File: src/rtl/seg14_msg_source.sv
// seg14_msg_source: ASCII message buffer with 14-segment font lookup and scrolling glyph read port
module seg14_msg_source #(
    parameter int MSG_DEPTH  = 32,
    parameter int DIGITS     = 12,
    parameter int SCROLL_DIV = 12000000
) (
    input  logic        clk,
    input  logic        rst_n,
    input  logic        wr_en,
    input  logic [4:0]  wr_addr,
    input  logic [7:0]  wr_data,
    input  logic        len_wr,
    input  logic [5:0]  len_data,
    input  logic        scroll_en,
    input  logic        rd_en,
    input  logic [3:0]  rd_idx,
    output logic        rd_valid,
    output logic [13:0] rd_seg,
    output logic [4:0]  offset,
    output logic        wrap_pulse
);
    localparam int AW = $clog2(MSG_DEPTH);
    localparam int PW = $clog2(SCROLL_DIV);

    logic [7:0]    msg [MSG_DEPTH];
    logic [5:0]    len;
    logic [PW-1:0] pre;
    logic [5:0]    sum;
    logic [5:0]    addr;
    logic          blank;
    logic          scroll_act;
    logic          tc;
    logic          last;

    // Bit 13 = a, then b c d e f g1 g2, upper diagonals/center (h j k), lower right/center/left.
    function automatic logic [13:0] glyph(input logic [7:0] c);
        logic [7:0] u;
        u = (c >= "a" && c <= "z") ? c - 8'h20 : c;
        case (u)
            "A": glyph = 14'h3BC0;
            "B": glyph = 14'h3C52;
            "C": glyph = 14'h2700;
            "D": glyph = 14'h3C12;
            "E": glyph = 14'h2780;
            "F": glyph = 14'h2380;
            "G": glyph = 14'h2F40;
            "H": glyph = 14'h1BC0;
            "I": glyph = 14'h2412;
            "J": glyph = 14'h1E00;
            "K": glyph = 14'h038C;
            "L": glyph = 14'h0700;
            "M": glyph = 14'h1B28;
            "N": glyph = 14'h1B24;
            "O": glyph = 14'h3F00;
            "P": glyph = 14'h33C0;
            "Q": glyph = 14'h3F04;
            "R": glyph = 14'h33C4;
            "S": glyph = 14'h2DC0;
            "T": glyph = 14'h2012;
            "U": glyph = 14'h1F00;
            "V": glyph = 14'h0309;
            "W": glyph = 14'h1B05;
            "X": glyph = 14'h002D;
            "Y": glyph = 14'h002A;
            "Z": glyph = 14'h2409;
            "0": glyph = 14'h3F09;
            "1": glyph = 14'h1808;
            "2": glyph = 14'h36C0;
            "3": glyph = 14'h3C40;
            "4": glyph = 14'h19C0;
            "5": glyph = 14'h2DC0;
            "6": glyph = 14'h2FC0;
            "7": glyph = 14'h3800;
            "8": glyph = 14'h3FC0;
            "9": glyph = 14'h3DC0;
            default: glyph = 14'h0000;
        endcase
    endfunction

    // Map digit index to buffer entry; offset < len and rd_idx < len keep the wrap to one subtract.
    always_comb begin
        sum        = 6'(offset) + 6'(rd_idx);
        addr       = (sum >= len) ? sum - len : sum;
        blank      = (len == 6'd0) || (32'(rd_idx) >= DIGITS) || (32'(len) <= DIGITS && 6'(rd_idx) >= len);
        scroll_act = (32'(len) > DIGITS) && scroll_en;
        tc         = pre == PW'(SCROLL_DIV - 1);
        last       = {1'b0, offset} == len - 6'd1;
    end

    // Message buffer, filled with spaces on reset; out-of-range writes are dropped.
    always_ff @(posedge clk or negedge rst_n) begin
        if (!rst_n) begin
            for (int i = 0; i < MSG_DEPTH; i++) msg[i] <= 8'h20;
        end else if (wr_en && 32'(wr_addr) < MSG_DEPTH) begin
            msg[AW'(wr_addr)] <= wr_data;
        end
    end

    // Length load and scroll stepping; a length load overrides a coincident step.
    always_ff @(posedge clk or negedge rst_n) begin
        if (!rst_n) begin
            len        <= '0;
            pre        <= '0;
            offset     <= '0;
            wrap_pulse <= 1'b0;
        end else if (len_wr) begin
            len        <= (len_data > 6'(MSG_DEPTH)) ? 6'(MSG_DEPTH) : len_data;
            pre        <= '0;
            offset     <= '0;
            wrap_pulse <= 1'b0;
        end else begin
            pre        <= scroll_act ? (tc ? '0 : pre + 1'b1) : pre;
            offset     <= (scroll_act && tc) ? (last ? 5'd0 : offset + 5'd1) : offset;
            wrap_pulse <= scroll_act && tc && last;
        end
    end

    // Registered glyph fetch; rd_seg holds its value between fetches.
    always_ff @(posedge clk or negedge rst_n) begin
        if (!rst_n) begin
            rd_valid <= 1'b0;
            rd_seg   <= '0;
        end else begin
            rd_valid <= rd_en;
            if (rd_en) rd_seg <= blank ? 14'h0000 : glyph(msg[AW'(addr)]);
        end
    end
endmodule

File: config.mk
export PLATFORM = sky130hd
export DESIGN_NAME = seg14_msg_source
export DESIGN_NICKNAME = d
export VERILOG_FILES = /design/src/rtl/seg14_msg_source.sv
export SDC_FILE = /design/constraint.sdc
export NUM_CORES = 1
export LEC_CHECK = 0
export ABC_AREA = 1
export BUFFER_PORTS_ARGS = -buffer_cell sky130_fd_sc_hd__buf_2
export CAP_MARGIN = 0
export CORE_MARGIN = 1
export CORE_UTILIZATION = 30
export DETAILED_ROUTE_END_ITERATION = 10
export PLACE_DENSITY = 0.42
export SLEW_MARGIN = 30
export SYNTH_ARGS = -nofsm -noshare
export SYNTH_HDL_FRONTEND = slang
export SYNTH_SLANG_ARGS = --single-unit
File: constraint.sdc
create_clock -name clk -period 8 [get_ports clk]
set_input_delay 1.6 -clock clk [delete_from_list [all_inputs] [get_ports clk]]
set_output_delay 1.6 -clock clk [all_outputs]
set_load 0.02 [all_outputs]
==> results by group, run 1 <==
Floorplan
  – Die width: 234.7 um
  – Area of the die: 55070 sq um
  – Io pins: 50
  – CORE AREA: 52970 sq um
  – FP Rows: 84
  – Die height: 234.7 um
  – Initial Util: 30.66%

Synth
  – Avg Cell Area, Syn: 7.564 sq um
  – FFs w/ async S/R, synth: 100.0%
  – Top FF cell, synth: dfrtp_1
  – Unique masters post-synth: 45
  – Flops & latches, synth: 307
  – Yosys warns: 0
  – Number of synthesized flops with an enable pin: 0
  – Post-synthesis cell area: 16240 sq um
  – Post-synthesis sequential area ratio: 47.55%
  – Area contributors post-synth: dfrtp_1 42%, nand2_1 17%, o21ai_0 9.1%
  – Top post-synthesis cells by count: 737 x nand2_1, 296 x o21ai_0, 275 x dfrtp_1
  – Area leader, netlist: dfrtp_1
  – Synth top area share: 42.37%
  – Mapped Nets: 2204
  – Cell count after synthesis: 2147
  – Most common cell in the netlist: nand2_1

Critical path
  – Crit-path leading delay family: simple AND/OR/NAND/NOR gates
  – Setup crit start kind: input port
  – Worst setup EP type: flop
  – CP most frequent cell: nand2_1
  – Setup slack, reg-to-reg: 2.13 ns
  – Worst Path Required: 8.44 ns
  – Crit path max fanout: 29
  – Slowest Stage Delay on Critical Path: 0.40 ns
  – CP arrival: 6.94 ns
  – Crit path launch: rd_idx[0]
  – RR Startpoint: offset[0]
  – CP Class: input port to flop
  – Slowest CP cell: fa_1
  – CP Buf/Inv Count: 6

Clock network
  – Clock Sinks: 307
  – H-tree level count: 2
  – Worst-path clk slew: 0.05 ns
  – CTS tree: yes
  – Worst-skew pair later-pin latency: 0.57 ns
  – Clk root buf: clkbuf_16
  – Setup Buffers After CTS: 0
  – PostCTS Resize Cnt: 0
  – Max Buffers Root-to-Sink: 3
  – CTS Hold Bufs: 0
  – Num CTS Buffers: 39

Cells and area
  – Layout cell share with drive strength beyond 1: 9.674%
  – Syn-to-layout area delta: 13.48%
  – Fill cells: 5714
  – Layout net count: 2207
  – Area of the multi-input gates: 7259 sq um
  – N_diodes: 0
  – Final Non-Filler Cells: 2869
  – Register area: 7722 sq um

Route
  – Routed Antenna Nets: 0
  – Wire per inst: 18.08 um
  – DRC Markers: 0
  – Via count: 14.11k
  – Initial DRC Count: 986
  – Final Routed Wirelength: 51880 um
  – TritonRoute pass-1 iters: 5
  – Vias per inst: 4.918

GRT
  – Vias in the first global route: 14.04k
  – Initial antenna violation count: 1
  – Largest net degree at the start of global routing: 151
  – Total global routing overflow: 0
  – GRT Resource Usage Total: 19.19%
  – First-pass GRT wire length: 83340 um

Timing
  – Max-slew violations: 0
  – Worst Tran Pin Value: 0.8728 ns
  – Slew margin rel.: 41.37%
  – Fmax: 0.1540 GHz
  – Unrepaired setup endpoints after global routing: false
  – Worst Skew: 0.01785 ns
  – Final setup viols: 0
  – Tcrit/Tclk final: 81.17%
  – Post-layout min period: 6.493 ns
  – Final count of hold timing violations: 0
  – Setup TNS: 0 ns

Hold path
  – Worst hold path type: flop to flop
  – Worst hold start: rd_seg[3]

Power
  – PwrDens: 287.9 nW/um^2
  – VDD IR max: 0.0001506 V
  – Leak: 8.707 nW

Place
  – Cells after DPL: 2796
  – DP HPWL: 33660 um
  – PortBufs: 49
  – GPL Wtd Cong: 0.8780

Flow run
  – Max Cap Violations: 0

Outcome
  – Run status: completed
metal layers:
metal  routed length [um]  vias up  GRT usage (%)
met4                 1063        2          5.104
li1                     -     7001              -
met5                   20        -              0
met3                 2191       74          2.726
met1                25820     6744          27.94
met2                22790      289          29.64
final timing paths:
path                            depth (start not counted)    endpoint
worst max-delay path                                   31  rd_seg[10]
worst max register to register                         30  rd_seg[10]
worst min register to register                          2   rd_seg[3]
max in group asynchronous                               3    msg[235]
worst min-delay path                                    2   rd_seg[3]
min in group asynchronous                               1      pre[3]
worst min-delay path: cells and delay by family (launching register included):
kind | cells | cell delay [ns]
flip-flops | 1 | 0.33
AND/OR/NAND/NOR | 2 | 0.11
where the power goes:
group | switching [mW] | total, mW | internal, mW
Clock | 0.720 | 1.80 | 1.08
Combinational | 1.04 | 1.51 | 0.473
Sequential | 0.148 | 2.00 | 1.85
Total | 1.91 | 5.31 | 3.40
layout make-up:
| cell class | instances | area share [%] |
|---|---|---|
| Sequential cell | 307 | 41.90 |
| Multi-Input combinational cell | 1535 | 39.39 |
| Clock buffer | 60 | 6.382 |
| Tap cell | 688 | 4.671 |
| Inverter | 186 | 3.788 |
| Timing Repair Buffer | 81 | 3.157 |
| Clock inverter | 12 | 0.7128 |
cells by family after synthesis:
group           synth area share (%)
flops                          47.55
compound gates                 12.37
xor+xnor                      0.9707
simple gates                   28.82
fa+ha+maj                      2.250
buf+inv                        8.043
registers in the layout, summed over array words and instances (netlist names):
register / count
msg: 256
rd_valid: 1
pre: 24
len: 6
rd_seg: 14
wrap_pulse: 1
offset: 5
per-stage QoR:
stage | cell area, sq um | setup slack, ns | hold WS (ns) | utilization, % | power [mW]
floorplan | 16240 | 2.315 | 0.4444 | - | 3.060
global placement | 17070 | 1.036 | 0.4597 | 32.23 | 3.528
detailed placement | 17090 | 0.9657 | 0.4640 | 32.27 | 3.533
CTS | 18400 | 1.554 | 0.4804 | 34.73 | 5.373
global route | 18430 | 0.9274 | 0.5017 | 34.79 | 5.665
finish | 18430 | 1.507 | 0.4750 | 34.79 | 5.306
layout by cell type (no fill, tap or decap), drive strengths merged, types with 12 or more instances in the layout:
master / count
a21oi: 45
inv: 186
nor3: 20
dfstp: 32
nor2: 50
buf: 81
xor2: 12
nand3: 262
dfrtp: 275
nor4: 12
o21ai: 301
nand2: 751
ha: 26
clkbuf: 60
Power figures use the tool's default switching activity.
==> run 2: changes to the inputs <==
--- a/config.mk
+++ b/config.mk
@@ -11,7 +11,7 @@
 export CORE_MARGIN = 1
 export CORE_UTILIZATION = 30
 export DETAILED_ROUTE_END_ITERATION = 10
-export PLACE_DENSITY = 0.42
+export PLACE_DENSITY = 0.44
 export SLEW_MARGIN = 30
 export SYNTH_ARGS = -nofsm -noshare
 export SYNTH_HDL_FRONTEND = slang
==> constraint.sdc (replaced) <==
create_clock -name clk -period 5.2 [get_ports clk]
set_input_delay 1.04 -clock clk [delete_from_list [all_inputs] [get_ports clk]]
set_output_delay 1.04 -clock clk [all_outputs]
set_load 0.02 [all_outputs]
==> run 2 against run 1 <==
Compared with the run above:
- cell count up 4.2%
- sequential power up 53%
- cell area up 6.8%
- setup slack worse by 1.2 ns
- combinational power up 85%
- first-iteration DRC count up 3.7%
- total power up 64%
- global-route usage down 0.42 points
- critical path depth up 5
- non-clock buffer count up 119
- via count up 4.0%
- routed wire length up 1.7%
- largest power group unchanged
==> results by group, run 2 (synthesized netlist as in run 1, its figures left out) <==
Critical path
  – Slowest CP cell: fa_2
  – Worst setup EP type: flop
  – CP Buf/Inv Count: 8
  – CP most frequent cell: nand2_1
  – CP Class: input port to flop
  – Setup crit start kind: input port
  – CP arrival: 5.35 ns
  – Crit-path leading delay family: simple AND/OR/NAND/NOR gates
  – Worst Path Required: 5.65 ns
  – Slowest Stage Delay on Critical Path: 0.35 ns
  – Crit path max fanout: 9

Floorplan
  – Area of the die: 55070 sq um
  – Die width: 234.7 um
  – Die height: 234.7 um
  – Initial Util: 30.66%
  – FP Rows: 84
  – Io pins: 50
  – CORE AREA: 52970 sq um

Cells and area
  – Layout cell share with drive strength beyond 1: 14.69%
  – Commonest non-fill, non-tap cell in the layout: nand2_1
  – Syn-to-layout area delta: 21.25%
  – Largest register by flop count: msg
  – Core Util, Final: 37.17%
  – Final Non-Filler Cells: 2989
  – Max reg flops: 256
  – Regs by FF count: msg x256, pre x24, rd_seg x14
  – Most frequent cells in the layout: 733 x nand2_1, 294 x o21ai_0, 274 x dfrtp_1, 256 x nand3_1, 179 x inv_1
  – N_diodes: 0
  – Layout net count: 2328

Route
  – Routed Antenna Nets: 0
  – Via count: 14.67k
  – Vias per inst: 4.908
  – TritonRoute pass-1 iters: 7
  – Initial DRC Count: 1022
  – Wire per inst: 17.66 um
  – Final Routed Wirelength: 52780 um
  – DRC Markers: 0

Timing
  – Unrepaired setup endpoints after global routing: false
  – Final count of hold timing violations: 0
  – Worst Skew: 0.01478 ns
  – Final WS setup: 0.3023 ns
  – Tcrit/Tclk final: 94.19%
  – Slew margin rel.: 36.60%
  – Max-slew violations: 0
  – Fmax: 0.2042 GHz
  – Final setup viols: 0
  – Post-layout min period: 4.898 ns
  – Worst Tran Pin Value: 0.9475 ns

Clock network
  – Worst-path clk slew: 0.06 ns
  – Clk root buf: clkbuf_16
  – Max Buffers Root-to-Sink: 3
  – Clock Sinks: 307
  – Worst-skew pair later-pin latency: 0.58 ns
  – CTS Hold Bufs: 0
  – Num CTS Buffers: 40
  – CTS tree: yes
  – H-tree level count: 2

Place
  – Cells after DPL: 2894
  – GPL Wtd Cong: 0.8697
  – DP HPWL: 34110 um
  – Place WS: -0.4038 ns
  – PortBufs: 49

Power
  – Power share of the combinational group: 32.1%
  – Reg power frac: 35.2%
  – Int Power: 5.656 mW
  – Switch share: 34.87%
  – Leak: 9.412 nW
  – Sw Pwr: 3.028 mW
  – Clock network power share: 32.6%
  – PwrDens: 441.0 nW/um^2
  – VDD IR max: 0.0002361 V

GRT
  – First-pass GRT wire length: 81930 um
  – Vias in the first global route: 14.30k
  – Largest net degree at the start of global routing: 93
  – GRT Resource Usage Total: 18.77%
  – Total global routing overflow: 0
  – Initial antenna violation count: 2

Hold path
  – Worst hold path type: input port to asynchronous set/reset pin

Outcome
  – Run status: completed

Flow run
  – Max Cap Violations: 0
==> run 2: changes by cell type in the layout (fill, tap and decap cells not counted), sizes merged <==
cell and delta:
buf +113, clkbuf +9, inv +1, clkinvlp -1, bufinv +1, clkinv -3
==> run 2: area by class of cell <==
class                   count  area [sq um]
well taps                 688         860.8
clock buffers              63          1187
flip-flops and latches    307          7724
inverters                 186         703.2
repair buffers            200          1770
fillers                  5663         33280
clock inverters             9         150.1
repair inverters            1         6.256
multi-input cells        1535          7289
==> run 2: timing repair <==
item	in CTS	in global routing
resized for setup	0	25
setup buffers	0	16
setup endpoints to repair	0	14
endpoints found under the hold margin	0	0
==> run 2: power groups by stage <==
| stage | registers [mW] | clock network [mW] | logic [mW] |
|---|---|---|---|
| after floorplan | 3.09 | 0 | 1.62 |
| after global placement | 3.09 | 0 | 2.67 |
| after detailed placement | 3.10 | 0 | 2.66 |
| after CTS | 3.06 | 2.92 | 2.67 |
| final | 3.06 | 2.83 | 2.79 |
| after global routing | 3.11 | 3.00 | 3.14 |
==> run 2: final timing paths <==
check | to | depth (start not counted) | from | slack, ns
max reg2reg | rd_seg[0] | 35 | offset[0] | 0.38
min | pre[4] | 1 | rst_n | 0.47
min in group clk | rd_seg[6] | 2 | rd_seg[6] | 0.47
max in group asynchronous | msg[246] | 2 | rst_n | 3.56
max | rd_seg[0] | 36 | rd_idx[0] | 0.30
min reg2reg | rd_seg[6] | 2 | rd_seg[6] | 0.47
==> run 2: through the flow <==
step	hold WS, ns	power (mW)	setup TNS, ns	instance area (sq um)
after floorplan	0.4444	4.707	0	16240
after CTS	0.4771	8.651	0	19310
after global routing	0.4961	9.249	0	19690
final	0.4696	8.684	0	19690
after global placement	0.4590	5.757	-3.523	17970
after detailed placement	0.4608	5.758	-4.723	17970
==> run 2: routing by layer <==
metal | share of wire, % | track usage [%] | routed length [um]
met5 | 0.051 | 0 | 27
met4 | 2.3 | 6.001 | 1234
met3 | 4.7 | 3.137 | 2478
met2 | 45 | 29.57 | 23550
met1 | 48 | 26.17 | 25490
==> run 2: worst reg2reg max path, delay by kind of cell, from the launching register on <==
kind	cells	cell delay (ns)
AND/OR/NAND/NOR	21	1.88
adder cells (fa/ha/maj)	4	1.12
buffers and inverters	7	0.89
flip-flops	1	0.46
AO/OA/AOI/OAI	2	0.21
XOR/XNOR	1	0.16
